$ cat src/rtl/spike_rate_decoder_if.sv
// rtl/spike_rate_decoder_if.sv - spike input and rate-result handshake bundle
interface spike_rate_decoder_if;
  logic       spike;
  logic       enable;
  logic       ready;
  logic       valid;
  logic [7:0] rate;
  logic [7:0] isi;
  logic       overflow;

  modport master (
    output spike, enable, ready,
    input  valid, rate, isi, overflow
  );

  modport slave (
    input  spike, enable, ready,
    output valid, rate, isi, overflow
  );
endinterface

$ cat src/rtl/spike_rate_decoder.sv
// rtl/spike_rate_decoder.sv - windowed spike-rate decoder with valid/ready result slot
// Optional inter-spike interval tracking is built when SPIKE_DEC_ISI_EN is defined.
module spike_rate_decoder #(
  parameter int WINDOW_LOG2 = 8
) (
  input  logic                 clk,
  input  logic                 rst_n,
  spike_rate_decoder_if.slave  bus
);

  typedef enum logic {IDLE, COUNT} state_t;

  state_t                 state, state_nxt;
  logic [WINDOW_LOG2-1:0] win_cnt;
  logic [WINDOW_LOG2-1:0] cur_idx;
  logic [8:0]             spk_cnt;
  logic [9:0]             spk_sum;
  logic                   sample;
  logic                   win_end;
  logic                   slot_free;
  logic [7:0]             rate_nxt;
  logic [7:0]             isi_nxt;

  always_ff @(posedge clk or negedge rst_n) begin
    if (!rst_n) state <= IDLE;
    else        state <= state_nxt;
  end

  always_comb begin
    state_nxt = state;
    case (state)
      IDLE:    if (bus.enable)  state_nxt = COUNT;
      COUNT:   if (!bus.enable) state_nxt = IDLE;
      default: state_nxt = IDLE;
    endcase
  end

  // The enabling edge out of IDLE is itself window index 0.
  always_comb begin
    sample  = bus.enable;
    cur_idx = '0;
    if (state == COUNT) cur_idx = win_cnt;
  end

  assign win_end   = sample && (cur_idx == {WINDOW_LOG2{1'b1}});
  assign slot_free = !bus.valid || bus.ready;
  assign spk_sum   = {1'b0, spk_cnt} + {9'd0, bus.spike};
  assign rate_nxt  = (spk_sum > 10'd255) ? 8'hFF : spk_sum[7:0];

  always_ff @(posedge clk or negedge rst_n) begin
    if (!rst_n) begin
      win_cnt <= '0;
      spk_cnt <= '0;
    end else if (!sample) begin
      win_cnt <= '0;
      spk_cnt <= '0;
    end else begin
      win_cnt <= cur_idx + WINDOW_LOG2'(1);
      if (win_end)
        spk_cnt <= '0;
      else if (bus.spike && (spk_cnt != 9'h1FF))
        spk_cnt <= spk_cnt + 9'd1;
    end
  end

`ifdef SPIKE_DEC_ISI_EN
  logic [7:0] isi_cnt;
  logic [7:0] last_isi;
  logic       seen;

  // The first spike of a session only arms the interval; no interval exists yet.
  always_comb begin
    isi_nxt = last_isi;
    if (bus.spike && seen)
      isi_nxt = (isi_cnt == 8'hFF) ? 8'hFF : isi_cnt + 8'd1;
  end

  always_ff @(posedge clk or negedge rst_n) begin
    if (!rst_n) begin
      isi_cnt  <= '0;
      last_isi <= 8'hFF;
      seen     <= 1'b0;
    end else if (!sample) begin
      isi_cnt  <= '0;
      last_isi <= 8'hFF;
      seen     <= 1'b0;
    end else begin
      last_isi <= isi_nxt;
      if (bus.spike) begin
        isi_cnt <= '0;
        seen    <= 1'b1;
      end else if (isi_cnt != 8'hFF) begin
        isi_cnt <= isi_cnt + 8'd1;
      end
    end
  end
`else
  assign isi_nxt = '0;
`endif

  always_ff @(posedge clk or negedge rst_n) begin
    if (!rst_n) begin
      bus.valid    <= 1'b0;
      bus.rate     <= '0;
      bus.isi      <= '0;
      bus.overflow <= 1'b0;
    end else begin
      if (bus.valid && bus.ready) bus.valid <= 1'b0;
      if (win_end) begin
        if (slot_free) begin
          bus.valid <= 1'b1;
          bus.rate  <= rate_nxt;
          bus.isi   <= isi_nxt;
        end else begin
          bus.overflow <= 1'b1;
        end
      end
    end
  end

endmodule

$ cat src/flat_wrapper.sv
// flat-port wrapper written by rule: the top's interface ports become plain ports
module spike_rate_decoder_flat 
#(
  parameter int WINDOW_LOG2 = 8
)
  (clk, rst_n, bus_spike, bus_enable, bus_ready, bus_valid, bus_rate, bus_isi, bus_overflow);
  spike_rate_decoder_if bus_i ();
  input  logic clk;
  input  logic rst_n;
  input wire logic [$bits(bus_i.spike)-1:0] bus_spike;
  input wire logic [$bits(bus_i.enable)-1:0] bus_enable;
  input wire logic [$bits(bus_i.ready)-1:0] bus_ready;
  output wire logic [$bits(bus_i.valid)-1:0] bus_valid;
  output wire logic [$bits(bus_i.rate)-1:0] bus_rate;
  output wire logic [$bits(bus_i.isi)-1:0] bus_isi;
  output wire logic [$bits(bus_i.overflow)-1:0] bus_overflow;
  assign bus_i.spike = bus_spike;
  assign bus_i.enable = bus_enable;
  assign bus_i.ready = bus_ready;
  assign bus_valid = bus_i.valid;
  assign bus_rate = bus_i.rate;
  assign bus_isi = bus_i.isi;
  assign bus_overflow = bus_i.overflow;
  spike_rate_decoder #(.WINDOW_LOG2(WINDOW_LOG2)) u_core (.clk(clk), .rst_n(rst_n), .bus(bus_i));
endmodule
$ cat config.mk
export PLATFORM = sky130hd
export DESIGN_NAME = spike_rate_decoder_flat
export DESIGN_NICKNAME = d
export VERILOG_FILES = /design/src/rtl/spike_rate_decoder_if.sv /design/src/rtl/spike_rate_decoder.sv /design/src/flat_wrapper.sv
export SDC_FILE = /design/constraint.sdc
export NUM_CORES = 1
export LEC_CHECK = 0
export CORE_MARGIN = 1.5
export CORE_UTILIZATION = 47
export DETAILED_ROUTE_END_ITERATION = 16
export PLACE_DENSITY_LB_ADDON = 0.2
export SETUP_SLACK_MARGIN = 0.02
export SLEW_MARGIN = 20
export SYNTH_ARGS = -nofsm -noshare
export SYNTH_HDL_FRONTEND = slang
export SYNTH_SLANG_ARGS = --single-unit
$ cat constraint.sdc
create_clock -name clk -period 2 [get_ports clk]
set_clock_uncertainty 0.2 [all_clocks]
set_input_delay 0.3 -clock clk [delete_from_list [all_inputs] [get_ports clk]]
set_output_delay 0.3 -clock clk [all_outputs]
set_load 0.01 [all_outputs]
==> qor.csv, run 1 <==
metric,value,unit
yosys.area.top_type,dfrtp_1,
wire_per_inst,13.2,um
synthTopCellsByArea,"dfrtp_1, xor2_1, nor2_1",
synth_edf_count,0,
fp-row-count,20,
vias_per_cell,5.15,
slowest_delay,0.42,ns
synth_cell_type_count,29,
setup_viol,0,
synth_area,0.00147,mm2
post-route-util,63.2,%
outcome,"complete, no violations",
io_pins,23,
grt_pass1_wl,4.55,mm
clock.fmax,520,MHz
drtIter0Drc,20,
drive_gt1_share,23.4,%
postRouteAntennaNets,0,
fin_setup_tns,0,ns
clock_latency,0.33,ns
startpoint_type,flop,
reg2reg_to,u_core.bus.rate[4]$_DFFE_PN0P_,
r2r-start,u_core.spk_cnt[0]$_DFFE_PN0P_,
path_buf_inv,1,
peakVddDrop,0.000276,V
rsz0062_at_grt,true,
fin_crit_sh,96.2,%
fin_cells,217,
nFillCells,276,
grt_use_total,16.8,%
path_max_fanout,7,
leakage,0.886,nW
crit_family,compound AO/OA/AOI/OAI gates,
syn_to_final_growth,29.3,%
numPortBuffers,14,
r2r_setup_slack,0.08,ns
crit_required,2.02,ns
fp.dieH,58.9,um
synthCells,146,
wl,2.87,mm
synth.top_cell.area_share,47.7,%
ys_warn_count,0,
cp.arrival,1.95,ns
path_clk_slew,0.16,ns
ys_ff_latch,28,
maxCapViolations,0,
grt_max_degree,29,
gp_congestion,0.859,
reg2reg_depth,7,
finalCriticalPeriod,1.92,ns
htreeDepth,1,
synth_flop_cell,dfrtp_1,
diodes,0,
die_w,58.9,um
initial_core_util,48.9,%
crit_path_end_kind,flop,
clock-root-buffer,clkbuf_4,
drv_slew,0,
crit_chain,buf_4 -> ha_2 -> ha_1 -> and3_4 -> a21o_1 -> a21boi_4 -> a21oi_1,
cts_buffers,3,
post-dp-hpwl,2.06,mm
cts.path.max_buffers,2,
antenna_found_initial,0,
placedCellCount,207,
drt_pass1_iterations,4,
ys_seq_area_share,47.7,%
overflow,0,
hp-class,in2async,
core_area,0.00300,mm2
cts_sinks,28,
dieArea,0.00347,mm2
hold_viol,0,
power_density,559,mW/mm2
vias,1117,
crit_slowest_cell,dfrtp_1,
cts_tree,built,
setup.worst_path.class,reg2reg,
syn_area_per_cell,10.1,um2
drc_errors,0,
ys_async_sr_fraction,100,%
layout.nets,195,
grt_pass1_vias,999,
## cell usage after synthesis (2+ instances only)
library cell,number
a21o_1,2
a21oi_1,8
and2_1,4
and2_2,2
and3_1,3
and4_1,3
buf_4,8
clkbuf_1,2
dfrtp_1,28
ha_1,5
inv_1,3
mux2i_1,2
nand2_1,8
nand3_1,7
nand4_1,7
nor2_1,23
nor2b_1,3
xnor2_1,7
xor2_1,11
## final cells by class
cell class                 instances  area, um2  area share [%]
multi-input combinational        111        756            39.8
inverter                           3       11.3           0.593
sequential                        28        701            36.9
tap                               33       41.3            2.18
timing repair buffer              38        337            17.7
clock inverter                     1       30.0            1.58
clock buffer                       3       22.5            1.19
## through the flow
stage	hold WS, ns	setup slack (ns)	area (um2)	total power, W
floorplan	-0.196	0.0368	1510	0.000642
global placement	0.242	-0.152	1750	0.000675
detailed placement	0.264	-0.205	1750	0.000677
CTS	0.131	0.0251	1810	0.00106
global route	0.153	-0.0105	1900	0.00110
finish	0.126	0.0759	1900	0.00106
## worst reg2reg max path, stage by stage (launching register included)
cell and delay (ns):
dfrtp_1 0.42, buf_4 0.15, ha_2 0.17, ha_1 0.19
and3_4 0.16, a21o_1 0.19, a21boi_4 0.24, a21oi_1 0.11
## worst max-delay path by stage
stage	slack, ns	end	cells after the start	startpoint
2_1_floorplan	0.04	u_core.bus.rate[0]$_DFFE_PN0P_	6	u_core.state$_DFF_PN0_
3_3_place_gp	-0.15	u_core.bus.rate[0]$_DFFE_PN0P_	7	bus_spike
3_5_place_dp	-0.20	u_core.bus.rate[4]$_DFFE_PN0P_	7	bus_spike
4_1_cts	0.03	u_core.spk_cnt[4]$_DFFE_PN0P_	8	u_core.spk_cnt[0]$_DFFE_PN0P_
5_1_grt	-0.01	u_core.spk_cnt[4]$_DFFE_PN0P_	8	u_core.spk_cnt[2]$_DFFE_PN0P_
6_report	0.08	u_core.bus.rate[4]$_DFFE_PN0P_	7	u_core.spk_cnt[0]$_DFFE_PN0P_
## power breakdown
part | leakage [nW] | internal, W | total (W) | switching [W]
Combinational | 0.473 | 0.0000504 | 0.000105 | 0.0000546
Clock | 0.0279 | 0.000202 | 0.000377 | 0.000175
Sequential | 0.385 | 0.000574 | 0.000579 | 0.00000474
Total | 0.886 | 0.000827 | 0.00106 | 0.000234
## repair_timing
| action | 4_1_cts | 5_1_grt |
|---|---|---|
| endpoints found under the setup margin | 4 | 15 |
| hold endpoints to repair | 0 | 0 |
| resized for setup | 0 | 9 |
| buffers inserted | 1 | 5 |
| pin swaps | 0 | 3 |
| hold buffers | 0 | 0 |
## registers in the layout, indices dropped and copies added (netlist names)
signal / cells
u_core.bus.rate: 8
u_core.bus.valid: 1
u_core.state: 1
u_core.spk_cnt: 9
u_core.bus.overflow: 1
u_core.win_cnt: 8
## logic make-up (layout without fill, tap and decap cells)
| kind of cell | count (synthesis) | after routing | share of synthesized area [%] |
|---|---|---|---|
| AOI/OAI and AO/OA | 14 | 14 | 6.65 |
| xor gates and xnor gates | 18 | 18 | 10.7 |
| adders and majority gates | 5 | 5 | 4.26 |
| buffers and inverters | 14 | 45 | 5.71 |
| DFF | 28 | 28 | 47.7 |
| muxes | 2 | 2 | 1.36 |
| other | 1 | 8 | 0.256 |
| and+or+nand+nor | 64 | 64 | 23.3 |
## cells in the final DEF, fill, tap and decap left out, types with 2 or more instances in the layout
| cell type | n |
|---|---|
| nand3_1 | 7 |
| buf_4 | 22 |
| clkbuf_4 | 3 |
| mux2i_1 | 2 |
| a21oi_1 | 7 |
| nor2b_1 | 2 |
| and2_1 | 4 |
| inv_1 | 3 |
| xnor2_1 | 7 |
| clkdlybuf4s50_1 | 14 |
| nand2_1 | 8 |
| ha_2 | 3 |
| nand4_1 | 7 |
| dfrtp_1 | 28 |
| nor2_1 | 23 |
| xor2_1 | 11 |
| and4_1 | 2 |
| and3_1 | 2 |
| a21o_1 | 2 |
| conb_1 | 8 |
## metal layers
layer | GRT usage [%] | wire, um | up-vias
met5 | 0 | 0 | -
met4 | 3.90 | 19 | 0
met3 | 2.86 | 89 | 2
met2 | 26.5 | 1310 | 20
met1 | 24.3 | 1450 | 542
li1 | - | - | 553
Note: power is estimated with default switching activity, not from simulation.
==> inputs of run 2 (changes only) <==
--- a/config.mk
+++ b/config.mk
@@ -8,7 +8,7 @@
 export CORE_MARGIN = 1.5
 export CORE_UTILIZATION = 47
 export DETAILED_ROUTE_END_ITERATION = 16
-export PLACE_DENSITY_LB_ADDON = 0.2
+export PLACE_DENSITY = 0.81
 export SETUP_SLACK_MARGIN = 0.02
 export SLEW_MARGIN = 20
 export SYNTH_ARGS = -nofsm -noshare
==> run 2 against run 1 <==
Compared with the run above: first-iteration DRC count rose to 2.9 times the previous value; core utilization down 3.8 points; sequential share of layout area up 2.4 points; largest power group unchanged; critical path depth up 1; clock power down 39%; via count down 0.27%; setup slack better by 0.020 ns; non-clock buffer count down 7; wire length down 3.0%; cell count down 3.7%; sequential power about the same; die area unchanged.
==> qor.csv, run 2 (synthesized netlist as in run 1, its figures left out) <==
metric,value,unit
outcome,"complete, no violations",
grt_max_degree,29,
setup_viol,0,
crit_chain,and4_4 -> and4_1 -> ha_2 -> nor2b_1 -> buf_4 -> buf_4 -> mux2i_1 -> nor2_1,
power_density,501,mW/mm2
fin_crit_sh,95.2,%
diodes,0,
syn_to_final_growth,21.5,%
drv_slew,0,
initial_core_util,48.9,%
io_pins,23,
dieArea,0.00347,mm2
crit_start,u_core.spk_cnt[3]$_DFFE_PN0P_,
clock-root-buffer,clkbuf_4,
htreeDepth,1,
cp_common_cell,buf_4,
clock.fmax,525,MHz
grt.busiest_layer,met2,
crit_slowest_cell,dfrtp_1,
postRouteAntennaNets,0,
wire_per_inst,13.3,um
clock_latency,0.33,ns
crit_family,simple AND/OR/NAND/NOR gates,
slowest_delay,0.42,ns
grt_use_total,17.2,%
p_total,0.000894,W
startpoint_type,flop,
cts_tree,built,
multi_input_area,739,um2
fp-row-count,20,
drt_pass1_iterations,4,
vias_per_cell,5.33,
cts_buffers,3,
ctsHoldBuffers,0,
core_area,0.00300,mm2
reg2reg_to,u_core.spk_cnt[1]$_DFFE_PN0P_,
path_max_fanout,8,
combPwrFrac,9.5,%
grtUsageMet1,20.2,%
r2r_setup_slack,0.1,ns
post-route-util,59.4,%
largest_reg_flops,9,
drc_errors,0,
dp_slack,-0.218,ns
layout_common_cells,"dfrtp_1, nor2_1, buf_4, clkdlybuf4s50_1, xor2_1",
p_int,0.000682,W
crit_path_end_kind,flop,
overflow,0,
drive_gt1_share,18.2,%
antenna_found_initial,0,
ff_latch_area,701,um2
gp_congestion,0.827,
use_met2,32.7,%
cp.arrival,1.92,ns
path_clk_slew,0.15,ns
seq_power_share,64.9,%
fin_cells,209,
clockPowerShare,25.6,%
crit_required,2.02,ns
layout.nets,188,
grt_pass1_vias,1072,
regMostFlops,u_core.spk_cnt,
placedCellCount,203,
finalCriticalPeriod,1.90,ns
reg2reg_depth,8,
nFillCells,265,
leakage,0.829,nW
hold_viol,0,
maxCapViolations,0,
die_w,58.9,um
grt_pass1_wl,4.60,mm
vias,1114,
wl,2.78,mm
cts.path.max_buffers,2,
final_common_cell,dfrtp_1,
fp.dieH,58.9,um
numPortBuffers,14,
swShare,23.7,%
setup.worst_path.class,reg2reg,
p_sw,0.000212,W
r2r-start,u_core.spk_cnt[3]$_DFFE_PN0P_,
hp-class,in2async,
grt_util_met3,3.96,%
drtIter0Drc,57,
rsz0062_at_grt,true,
largestRegisters,"u_core.spk_cnt x9, u_core.bus.rate x8, u_core.win_cnt x8",
cts_sinks,28,
peakVddDrop,0.000279,V
path_buf_inv,2,
post-dp-hpwl,2.14,mm
timing.final.ws_setup,0.0959,ns
run 2: worst max-delay path by stage:
stage | to | slack [ns] | depth (start not counted)
5_1_grt | u_core.spk_cnt[5]$_DFFE_PN0P_ | -0.03 | 8
4_1_cts | u_core.spk_cnt[6]$_DFFE_PN0P_ | 0.05 | 8
3_3_place_gp | u_core.bus.rate[7]$_DFFE_PN0P_ | -0.17 | 7
3_5_place_dp | u_core.bus.rate[3]$_DFFE_PN0P_ | -0.22 | 7
2_1_floorplan | u_core.bus.rate[0]$_DFFE_PN0P_ | 0.04 | 6
6_report | u_core.spk_cnt[1]$_DFFE_PN0P_ | 0.1 | 8
run 2: power groups by stage:
stage	sequential [W]	combinational, W	clock [W]
after CTS	0.000581	0.0000801	0.000235
after detailed placement	0.000592	0.0000801	0
after global routing	0.000583	0.0000976	0.000255
after floorplan	0.000591	0.0000502	0
after global placement	0.000591	0.0000771	0
final	0.000581	0.0000850	0.000229
run 2: worst reg2reg max path: stages (launching register included):
cell and delay, ns:
dfrtp_1 0.42, and4_4 0.21, and4_1 0.20, ha_2 0.16, nor2b_1 0.10, buf_4 0.16
buf_4 0.13, mux2i_1 0.17, nor2_1 0.05
run 2: per-stage QoR:
stage / hold slack [ns] / instance area, um2 / TNS (ns)
finish: 0.116 / 1780 / 0
global route: 0.152 / 1780 / -0.0394
CTS: 0.126 / 1750 / 0
detailed placement: 0.253 / 1720 / -1.62
global placement: 0.239 / 1720 / -1.30
floorplan: -0.196 / 1510 / 0
run 2: what timing repair did:
item / CTS / global route
gates resized for setup: 0 / 4
buffers inserted: 0 / 3
setup endpoints to repair: 0 / 11
run 2: final cells by class:
type	count	area share (%)
Timing Repair Buffer	31	15.0
Sequential cell	28	39.3
Clock buffer	3	1.26
Inverter	3	0.632
Multi-Input combinational cell	111	41.5
Tap cell	33	2.32
run 2: routing by layer:
metal / up-vias / wire (um)
met5: - / 0
met4: 0 / 0
met3: 0 / 104
met2: 25 / 1580
met1: 547 / 1100
li1: 542 / -
